[src/rtl/muldiv_sched.sv]
// -----------------------------------------------------------------------------
// muldiv_sched
//
// Purpose:
//   Issue/retire scheduler between the EX stage and the multiplier and divider
//   units. Launches at most one unit operation per EX instruction, stalls EX
//   while the operation is outstanding and holds the captured result for the
//   instruction until it leaves EX. An operation whose instruction was killed
//   is drained (its result discarded) before a new one may issue.
//
// Build option:
//   MULDIV_WDT_EN  - when defined, a watchdog abandons any operation that waits
//                    TIMEOUT_CYC cycles for its unit and pulses wdt_err. When
//                    undefined, the scheduler waits for ready indefinitely and
//                    wdt_err is tied low.
//
// Parameters:
//   TIMEOUT_CYC    - watchdog limit in cycles spent in MUL/DIV/DRAIN (2..256).
//
// Ports:
//   clk                  pipeline clock, rising edge
//   rst                  asynchronous reset, active low
//   mul_req, div_req     EX instruction needs the multiplier / divider
//   flush                EX instruction is killed
//   pipe_stall           external stall, EX instruction cannot advance
//   mul_ready, div_ready unit result valid
//   mul_hi/lo, div_hi/lo unit results
//   mul_start, div_start one-cycle launch pulse to the unit
//   md_stall             hold EX and upstream this cycle
//   res_valid            res_hi/res_lo belong to the EX instruction
//   res_hi, res_lo       captured result
//   busy                 a unit operation is outstanding
//   wdt_err              one-cycle watchdog timeout pulse
//
// States:
//   state | meaning
//   IDLE  | no operation outstanding; may launch for the EX instruction
//   MUL   | multiply outstanding for the EX instruction
//   DIV   | divide outstanding for the EX instruction
//   DONE  | result captured, waiting for the instruction to leave EX
//   DRAIN | instruction killed; waiting for the orphaned unit result
// -----------------------------------------------------------------------------
module muldiv_sched #(
    parameter int TIMEOUT_CYC = 64
) (
    input  logic        clk,
    input  logic        rst,
    input  logic        mul_req,
    input  logic        div_req,
    input  logic        flush,
    input  logic        pipe_stall,
    input  logic        mul_ready,
    input  logic        div_ready,
    input  logic [31:0] mul_hi,
    input  logic [31:0] mul_lo,
    input  logic [31:0] div_hi,
    input  logic [31:0] div_lo,
    output logic        mul_start,
    output logic        div_start,
    output logic        md_stall,
    output logic        res_valid,
    output logic [31:0] res_hi,
    output logic [31:0] res_lo,
    output logic        busy,
    output logic        wdt_err
);

    typedef enum logic [2:0] {
        S_IDLE  = 3'd0,
        S_MUL   = 3'd1,
        S_DIV   = 3'd2,
        S_DONE  = 3'd3,
        S_DRAIN = 3'd4
    } state_t;

    localparam logic [7:0] WDT_LAST = 8'(TIMEOUT_CYC - 1);

    state_t      state_q, state_d;
    logic        sel_mul_q, sel_mul_d;
    logic [31:0] res_hi_q, res_hi_d;
    logic [31:0] res_lo_q, res_lo_d;

    logic        mul_start_c;
    logic        div_start_c;
    logic        md_stall_c;
    logic        waiting;
    logic        drain_ready;
    logic        wdt_hit;

    assign waiting = (state_q == S_MUL) || (state_q == S_DIV) ||
                     (state_q == S_DRAIN);

    // In DRAIN only the unit that was launched may retire the orphaned op.
    assign drain_ready = sel_mul_q ? mul_ready : div_ready;

`ifdef MULDIV_WDT_EN
    logic [7:0] wdt_cnt_q, wdt_cnt_d;

    assign wdt_hit = waiting && (wdt_cnt_q == WDT_LAST);

    // Restarts from zero on every entry into a waiting state, including the
    // MUL/DIV -> DRAIN hop, so a drain gets its own full timeout window.
    always_comb begin
        wdt_cnt_d = 8'd0;
        if (waiting && (state_d == state_q)) begin
            wdt_cnt_d = wdt_cnt_q + 8'd1;
        end
    end

    always_ff @(posedge clk or negedge rst) begin
        if (!rst) begin
            wdt_cnt_q <= 8'd0;
        end else begin
            wdt_cnt_q <= wdt_cnt_d;
        end
    end
`else
    logic unused_wdt_limit;

    // The limit has no function without the watchdog.
    assign unused_wdt_limit = ^WDT_LAST;
    assign wdt_hit          = 1'b0;
`endif

    always_comb begin
        state_d     = state_q;
        sel_mul_d   = sel_mul_q;
        res_hi_d    = res_hi_q;
        res_lo_d    = res_lo_q;
        mul_start_c = 1'b0;
        div_start_c = 1'b0;
        md_stall_c  = 1'b0;

        case (state_q)
            S_IDLE: begin
                if (!flush) begin
                    if (mul_req) begin
                        mul_start_c = 1'b1;
                        md_stall_c  = 1'b1;
                        sel_mul_d   = 1'b1;
                        state_d     = S_MUL;
                    end else if (div_req) begin
                        div_start_c = 1'b1;
                        md_stall_c  = 1'b1;
                        sel_mul_d   = 1'b0;
                        state_d     = S_DIV;
                    end
                end
            end

            S_MUL: begin
                md_stall_c = 1'b1;
                if (wdt_hit) begin
                    state_d = S_IDLE;
                end else if (mul_ready) begin
                    // A result arriving with the kill is simply dropped.
                    if (flush) begin
                        state_d = S_IDLE;
                    end else begin
                        res_hi_d = mul_hi;
                        res_lo_d = mul_lo;
                        state_d  = S_DONE;
                    end
                end else if (flush) begin
                    state_d = S_DRAIN;
                end
            end

            S_DIV: begin
                md_stall_c = 1'b1;
                if (wdt_hit) begin
                    state_d = S_IDLE;
                end else if (div_ready) begin
                    if (flush) begin
                        state_d = S_IDLE;
                    end else begin
                        res_hi_d = div_hi;
                        res_lo_d = div_lo;
                        state_d  = S_DONE;
                    end
                end else if (flush) begin
                    state_d = S_DRAIN;
                end
            end

            S_DONE: begin
                // Requests are still asserted by the same instruction here;
                // they must not launch a second operation.
                if (!pipe_stall || flush) begin
                    state_d = S_IDLE;
                end
            end

            S_DRAIN: begin
                // A new instruction needing a unit must wait for the drain.
                md_stall_c = mul_req | div_req;
                if (wdt_hit || drain_ready) begin
                    state_d = S_IDLE;
                end
            end

            default: begin
                state_d = S_IDLE;
            end
        endcase
    end

    always_ff @(posedge clk or negedge rst) begin
        if (!rst) begin
            state_q   <= S_IDLE;
            sel_mul_q <= 1'b0;
            res_hi_q  <= 32'd0;
            res_lo_q  <= 32'd0;
        end else begin
            state_q   <= state_d;
            sel_mul_q <= sel_mul_d;
            res_hi_q  <= res_hi_d;
            res_lo_q  <= res_lo_d;
        end
    end

    // The request-dependent outputs are gated so they drop the moment reset
    // asserts, not just once the state register has cleared.
    assign mul_start = rst & mul_start_c;
    assign div_start = rst & div_start_c;
    assign md_stall  = rst & md_stall_c;

    assign res_valid = (state_q == S_DONE);
    assign busy      = waiting;
    assign wdt_err   = wdt_hit;
    assign res_hi    = res_hi_q;
    assign res_lo    = res_lo_q;

endmodule

[config.mk]
export PLATFORM = sky130hd
export DESIGN_NAME = muldiv_sched
export DESIGN_NICKNAME = d
export VERILOG_FILES = /design/src/rtl/muldiv_sched.sv
export SDC_FILE = /design/constraint.sdc
export NUM_CORES = 1
export LEC_CHECK = 0
export CAP_MARGIN = 20
export CORE_MARGIN = 5
export CORE_UTILIZATION = 34
export DETAILED_ROUTE_END_ITERATION = 8
export PLACE_DENSITY = 0.78
export SLEW_MARGIN = 25
export SYNTH_ARGS = -nofsm -noshare
export SYNTH_HDL_FRONTEND = slang
export SYNTH_SLANG_ARGS = --single-unit
[constraint.sdc]
create_clock -name clk -period 1.5 [get_ports clk]
set_clock_uncertainty 0.15 [all_clocks]
set_input_delay 0.3 -clock clk [delete_from_list [all_inputs] [get_ports clk]]
set_output_delay 0.3 -clock clk [all_outputs]
set_load 0.05 [all_outputs]
After elaboration in Yosys (flattened, before gate mapping)
Cells that the tools add are included.

Bits in registers: 68. Input port bits: 136. Output and inout port bits: 70. Word-level logic and storage cells: 65.

Eq/ne operators: 12. Multiplexer cells: 33. Bitwise logic cells: 5. Reduce and logical (&&, ||, !) cells: 11.

Operators by type and width (count): 32-bit two-way mux (8); 32-bit one-hot mux with 2 select lines (2); 3-bit two-way mux (8); 3-bit one-hot mux with 5 select lines (1); 1-bit two-way mux (12); 2-bit != test, second input constant (6); 3-bit by 2-bit equality test with 1-bit output, second input constant (2); 5-bit AND reduction (1); 4-bit AND reduction (1); 2-bit nonzero test (2); 1-bit bitwise AND (3); 3-bit by 1-bit equality test with 1-bit output, second input constant (1); 3-bit equality test, second input constant (1); 3-bit logical NOT (1); 1-bit logical OR (3); 3-bit != test, second input constant (1); 1-bit one-hot mux with 3 select lines (1); 3-bit AND reduction (1); 2-bit two-way mux (1); 2-bit by 1-bit != test with 1-bit output, second input constant (1); 2-bit OR reduction (1); 1-bit logical NOT (1); 1-bit inverter (1); 1-bit OR (1).

Depth between registers and ports, before layout
Gate-level depths: netlist of run 1.

Depth in word-level cells: 5. Mapped depth: 8. Depth with buffers taken out: 4.

Worst setup path after synthesis of run 1
No wires, ideal clock.

Path kind: register to output. Start point: reg state_q[0]. End point: out md_stall. Arrival: 1968 ps. Required time: 1050 ps. Slack: -918 ps. Cell stages (with the launch flop): 5. Buffers on the path: 2. Path through: dfrtp_1 -> buf_6 -> clkbuf_1 -> o21bai_1 -> a21boi_0.

Cells in the longest elaborated chain, start to end: 4. Elaborated cells between the ends (all ways): 7. Classes of those cells: eq/ne (3); mux (1); bitwise (1); reduce/logical (2).

RTL lines: start, declared (RTL line 78) `state_t state_q, state_d;`; start signal, assigned (RTL line 215) `state_q <= state_d;`; 3-bit by 1-bit equality test with 1-bit output or 3-bit by 2-bit equality test with 1-bit output (tied branches) (RTL line 134) `case (state_q)`; 2-bit OR reduction (no source line); 1-bit one-hot mux with 3 select lines (*) (RTL line 134); 1-bit bitwise AND (*) (RTL line 226) `assign md_stall = rst & md_stall_c;`; end, declared (RTL line 60) `output logic md_stall,`.

Mark *: on every way between the ends. The rest lies on a longest branch, timed or not.

Final worst setup path of run 1
Start point: reg state_q[1]. End point: reg res_hi_q[28], in the netlist res_hi[28].

Cells in the longest elaborated chain, start to end: 3. Elaborated cells between the ends (all ways): 9. Classes of those cells: eq/ne (6); mux (1); reduce/logical (2).

RTL lines: 3-bit by 2-bit equality test with 1-bit output or 3-bit by 1-bit equality test with 1-bit output (tied branches) (RTL line 134); 2-bit != test (no source line) or 2-bit nonzero test (tied branches); 5-bit AND reduction (no source line); end signal, assigned (RTL line 217) `res_hi_q <= res_hi_d;`; end, declared (RTL line 80) `logic [31:0] res_hi_q, res_hi_d;`.

Several ways; a longest one is shown, not always the timed one. A chain may end at the register's enable or synchronous reset.

==> run metrics, run 1 <==
outcome=finished, violations left; failing checks=setup timing; Post-DRT Antenna Nets=0; drt drc=0; CTS tree=yes; Post-Layout Cell Count=~700; CP endpoint kind=flop; synth unique cells=30; largest net degree at the start of global routing=between 60 and 70; WL final=roughly 13000 µm; reg2reg end=res_hi[28]; nets=around 700; Synth top area share=just over 50%; Multi-input gate area=about 0.002 mm²; hold-fix buffer count after cts=0; die height=around 110 µm; Avg Vias per Cell=5.05; Synth top cells by count=dfrtp_1, nand2_1, mux2i_1; Final Slew Violations=0; grt ovf=0; Clock Path Buffers=2; first drt pass iteration count=4; CTS sink cnt=a little under 70; vias in the first global route=3862; data required time at the worst endpoint=roughly 1600 ps; Post-synth EDFFs=0; Clock Latency Late Sink=between 300 and 400 ps; CP Capture Point=res_hi[28]; clock period minus worst slack=2050 ps; synthesized flop and latch total=68; Cell Rows=36; die area=roughly 0.012 mm²; Final Setup Violations=72; setup repair after global routing missed its margin=true; Filler cells=roughly 600; Mapped Area=0.00336 mm²; syn avg cell area=around 10 µm²; Slew headroom=around 43%; CP max stage delay=480 ps; most frequent cell after synthesis=dfrtp_1; Slowest-stage cell, CP=dfrtp_2; reg2reg start=state_q[1]; DR vias=approximately 3500; power per cell area=2190 mW/mm²; ys flop type=dfrtp_1; hold crit path type=input port to asynchronous set/reset pin; Worst R2R Path Depth=7; Post-Synthesis Cells=about 330; Starting DRT DRC Count=81; initial antenna violation count=0; first-pass GRT wire length=around 19000 µm; port bufs=about 200; CTS Buf Count=9; reg2reg setup slack=-550 ps; Synth area leaders=dfrtp_1, mux2i_1, o21ai_1; Starting Density=about a third; Routed wire per std cell=between 15 and 20 µm; Synth Warn #=0; Root Buffer=clkbuf_8; Max IR drop VDD=around 1.2 mV; CP startpoint=state_q[1]; sequential fraction of the synthesis area=around 51%; Crit Path Class=flop to flop; CP Depth=7; fin area=~0.0074 mm²; Hold Fails Final Rpt=0; Final Cycle Share=137%; achievable clock frequency=between 0.4 and 0.5 GHz; clock slew at reported path FFs=roughly 70 ps; Pleak=3.12 nW; Placed Cells=660; ys async rst share=between 90% and 100%; Setup WS post-layout=-548 ps; Ports=~210; Worst Path Buf+Inv=3; leading area contributor after synthesis=dfrtp_1; global-route usage over all layers=a little over a fifth; Slew @ Worst Pin=862 ps; Ant. Diodes=0; syn nets=between 400 and 500; placed instance area=around 0.0063 mm²; worst-path fanout max=8; CTS H-tree depth=3; CP Cell Sequence=buf_6, nand3b_1, a211o_4, buf_12, buf_16, nand2_4, o21ai_4; HPWL after detailed placement=between 8000 and 9000 µm; fraction of layout cells with a size suffix above 1=between 40% and 50%; critical path arrival=approximately 2100 ps; critical path launch point type=flop; Syn-to-layout area delta=120%; Die X-Extent=around 110 µm; routability cong.=between 0.8 and 0.9; critical path's top delay family=compound AO/OA/AOI/OAI gates; Max-Cap Viols=0; Storage cell area=~0.0017 mm²; total core area=slightly below 0.01 mm²
## cell usage in the layout (no fill, tap or decap), types with 6 or more instances in the layout
cell	count
clkdlybuf4s50_1	133
buf_12	77
dfrtp_1	65
mux2i_1	64
o21ai_2	44
nand2_1	30
nand2_2	19
o21ai_1	19
buf_4	19
nand2_4	17
clkbuf_8	11
o21ai_4	6
buf_6	6
## layout make-up
| class | instances | share of cell area [%] |
|---|---|---|
| clock buffers | 12 | 2.09 |
| clock inverters | 2 | 0.473 |
| inverters | 1 | 0.0507 |
| multi-input cells | 236 | 27.4 |
| flip-flops and latches | 68 | 23.0 |
| well taps | 133 | 2.25 |
| repair buffers | 245 | 44.7 |
## state kept, by name, indices dropped and copies added (netlist names)
register   count
state_q        3
res_lo        32
sel_mul_q      1
res_hi        32
## per-layer routing
| metal | GRT usage [%] | vias up | routed length (µm) |
|---|---|---|---|
| met1 | 21.2 | 1700 | 4350 |
| met4 | 9.97 | 0 | 474 |
| met3 | 6.93 | 36 | 1240 |
| met2 | 38.1 | 173 | 7120 |
| met5 | 0 | - | 0 |
| li1 | - | 1612 | - |
## how the worst min path moves through the flow
stage                     slack, ps    endpoint        from  cells after the start
after detailed placement        380  res_lo[16]  res_lo[16]                      2
after floorplan                -150   res_hi[0]         rst                      0
final                            50   sel_mul_q         rst                      2
after CTS                        70   sel_mul_q         rst                      2
after global placement          360   sel_mul_q   sel_mul_q                      1
after global routing            130   sel_mul_q         rst                      2
## timing repair
action                                  CTS  global route
setup buffers                            17             7
endpoints found under the setup margin   71            73
pin swaps                                12            69
gates resized for setup                  51           108
gates cloned                             11             3
## cell families after synthesis
logic type,Yosys count,share of synthesized area [%]
AND/OR/NAND/NOR,86,11.1
AO/OA/AOI/OAI,82,12.8
XOR/XNOR,1,0.261
flip-flops,68,50.7
other,1,0.112
multiplexers,64,19.1
buffers and inverters,27,6.03
## stage by stage
stage / setup WS [ps] / util (%) / hold slack (ps) / total power, mW / setup TNS, ps
final: -548 / 76.5 / 46.4 / 16.2 / -33690
after global routing: -594 / 76.5 / 131 / 16.9 / -36060
after CTS: -544 / 73.6 / 69.9 / 15.5 / -33470
after detailed placement: -573 / 65.2 / 383 / 13.0 / -31980
after global placement: -528 / 65.2 / 361 / 12.8 / -28870
after floorplan: -173 / - / -146 / 8.24 / -7620
## power by group
part	internal [mW]	switching, mW	total (mW)
logic	5.43	5.56	11.0
clock network	0.839	0.650	1.49
registers	2.65	1.09	3.74
Power figures use the tool's default switching activity.
==> run 2: changes to the inputs <==
--- a/config.mk
+++ b/config.mk
@@ -7,9 +7,9 @@
 export LEC_CHECK = 0
 export CAP_MARGIN = 20
 export CORE_MARGIN = 5
-export CORE_UTILIZATION = 34
+export CORE_UTILIZATION = 37
 export DETAILED_ROUTE_END_ITERATION = 8
-export PLACE_DENSITY = 0.78
+export PLACE_DENSITY = 0.8
 export SLEW_MARGIN = 25
 export SYNTH_ARGS = -nofsm -noshare
 export SYNTH_HDL_FRONTEND = slang
==> constraint.sdc (replaced) <==
create_clock -name clk -period 1.9 [get_ports clk]
set_clock_uncertainty 0.15 [all_clocks]
set_input_delay 0.38 -clock clk [delete_from_list [all_inputs] [get_ports clk]]
set_output_delay 0.38 -clock clk [all_outputs]
set_load 0.05 [all_outputs]
==> run 2 against run 1 <==
The flow still finishes with violations (setup timing). Largest cell class unchanged. Critical endpoint is now md_stall. Critical path type is now flop to output pin. Combinational power shrank 30%. Flip-flop and latch count is the same. Worst hold slack gained 93 ps. Global-route usage shrank 2.5 points. Critical path depth shrank 2.
==> run metrics, run 2 (same netlist as run 1, synthesis figures left out) <==
Cell Rows=34; fin area=between 0.006 and 0.007 mm²; Syn-to-layout area delta=106%; total core area=roughly 0.0088 mm²; DR vias=about 3600; WHS=roughly 140 ps; CTS tree=yes; Slew headroom=between 40% and 50%; Final Setup Violations=between 50 and 60; global-route usage over all layers=approximately 18%; largest net degree at the start of global routing=68; most common cell after layout, fill and taps aside=clkdlybuf4s50_1; drt drc=0; port bufs=slightly above 200; setup repair after global routing missed its margin=true; Max-Cap Viols=0; Clock Path Buffers=2; CTS sink cnt=about 70; fraction of layout cells with a size suffix above 1=46.0%; clock slew at reported path FFs=roughly 70 ps; initial antenna violation count=0; Root Buffer=clkbuf_8; grt ovf=0; CP endpoint kind=output pin; routability cong.=between 0.7 and 0.8; outcome=finished, violations left; worst-path fanout max=4; Ant. Diodes=0; critical path arrival=~1600 ps; Die X-Extent=approximately 110 µm; WL final=around 14000 µm; Starting DRT DRC Count=approximately 120; achievable clock frequency=about 0.47 GHz; placed instance area=approximately 0.0054 mm²; Final Slew Violations=0; critical path launch point type=flop; first-pass GRT wire length=between 15000 and 20000 µm; Setup WS post-layout=-244 ps; Filler cells=between 500 and 600; commonest cells after routing, fill and taps aside=clkdlybuf4s50_1, buf_4, dfrtp_1; data required time at the worst endpoint=~1400 ps; Crit Path Class=flop to output pin; Final Cycle Share=113%; Slew @ Worst Pin=approximately 860 ps; first drt pass iteration count=4; die area=roughly 0.011 mm²; Tot Pwr=11.8 mW; CTS Buf Count=9; CTS H-tree depth=3; nets=around 700; Avg Vias per Cell=5.24; die height=105 µm; Routed wire per std cell=around 20 µm; HPWL after detailed placement=about 8000 µm; clock period minus worst slack=about 2100 ps; Clock Latency Late Sink=between 300 and 400 ps; Post-DRT Antenna Nets=0; vias in the first global route=3392; Max IR drop VDD=approximately 1.3 mV; Pleak=around 3 nW; Ports=between 200 and 250; Starting Density=a little under two fifths; hold crit path type=input port to asynchronous set/reset pin; failing checks=setup timing; Hold Fails Final Rpt=0; power per cell area=around 1700 mW/mm²
-- run 2: cell count changes in the layout (fill, tap and decap cells not counted), moves of 6 or more --
cell       before  now
buf_12         77   17
buf_4          19   79
buf_6           6   12
clkbuf_16       2    9
mux2i_1        64   49
mux2i_2         0    7
mux2i_4         0    8
nand2_1        30    8
nand2_4        17   35
o21ai_1        19   25
-- run 2: final timing paths --
kind,startpoint,to,slack (ps),depth (start not counted)
max in group asynchronous,rst,state_q[0],820,2
worst max register to register,state_q[1],res_hi[16],-80,8
min in group clk,res_lo[12],res_lo[12],340,2
worst min register to register,res_lo[12],res_lo[12],340,2
worst min-delay path,rst,state_q[2],140,2
worst max-delay path,state_q[1],md_stall,-240,5
-- run 2: power by group --
group	internal [mW]	total (mW)	switching, mW
Combinational	3.25	7.74	4.49
Clock	0.780	1.34	0.562
Sequential	2.09	2.72	0.622
-- run 2: per-stage QoR --
stage	std cells	setup TNS, ps	setup slack (ps)	utilization (%)
4_1_cts	655	-614	-166	65.2
3_5_place_dp	629	-8190	-239	61.4
5_1_grt	682	-5200	-315	78.5
2_1_floorplan	329	0	19.8	-
6_report	682	-2380	-244	78.5
3_3_place_gp	629	-6470	-200	61.4
-- run 2: critical path: stages, from the launching register on --
cell,delay (ps)
dfrtp_2,450
buf_6,150
nor3b_2,190
o21bai_1,130
a21boi_2,190
buf_12,160
-- run 2: cell type report --
cell class	instances	area (µm²)	area share [%]
multi-input cells	234	2140	31.0
clock buffers	11	141	2.04
inverters	1	3.75	0.0543
flip-flops and latches	68	1710	24.7
repair buffers	255	2710	39.1
clock inverters	5	85.1	1.23
well taps	108	135	1.95
-- run 2: timing repair --
item | CTS | global route
setup endpoints to repair | 5 | 68
cloned | 0 | 17
hold buffers | 1 | 0
resized for setup | 15 | 190
pin swaps | 7 | 65
buffers inserted | 9 | 10
hold endpoints to repair | 1 | 0
-- run 2: per-layer routing --
layer | global-route usage (%) | vias up | routed length, µm
met5 | 0 | - | 0
met4 | 8.62 | 0 | 300
met3 | 7.03 | 31 | 1140
met2 | 31.7 | 175 | 7300
met1 | 19.9 | 1738 | 4820
li1 | - | 1633 | -
==> run 3: changes to the inputs <==
--- a/config.mk
+++ b/config.mk
@@ -8,6 +8,7 @@
 export CAP_MARGIN = 20
 export CORE_MARGIN = 5
 export CORE_UTILIZATION = 37
+export CTS_CLUSTER_DIAMETER = 100
 export DETAILED_ROUTE_END_ITERATION = 8
 export PLACE_DENSITY = 0.8
 export SLEW_MARGIN = 25
==> results of run 3 <==
No change in the layout: final DEF, timing and power equal those of run 2.
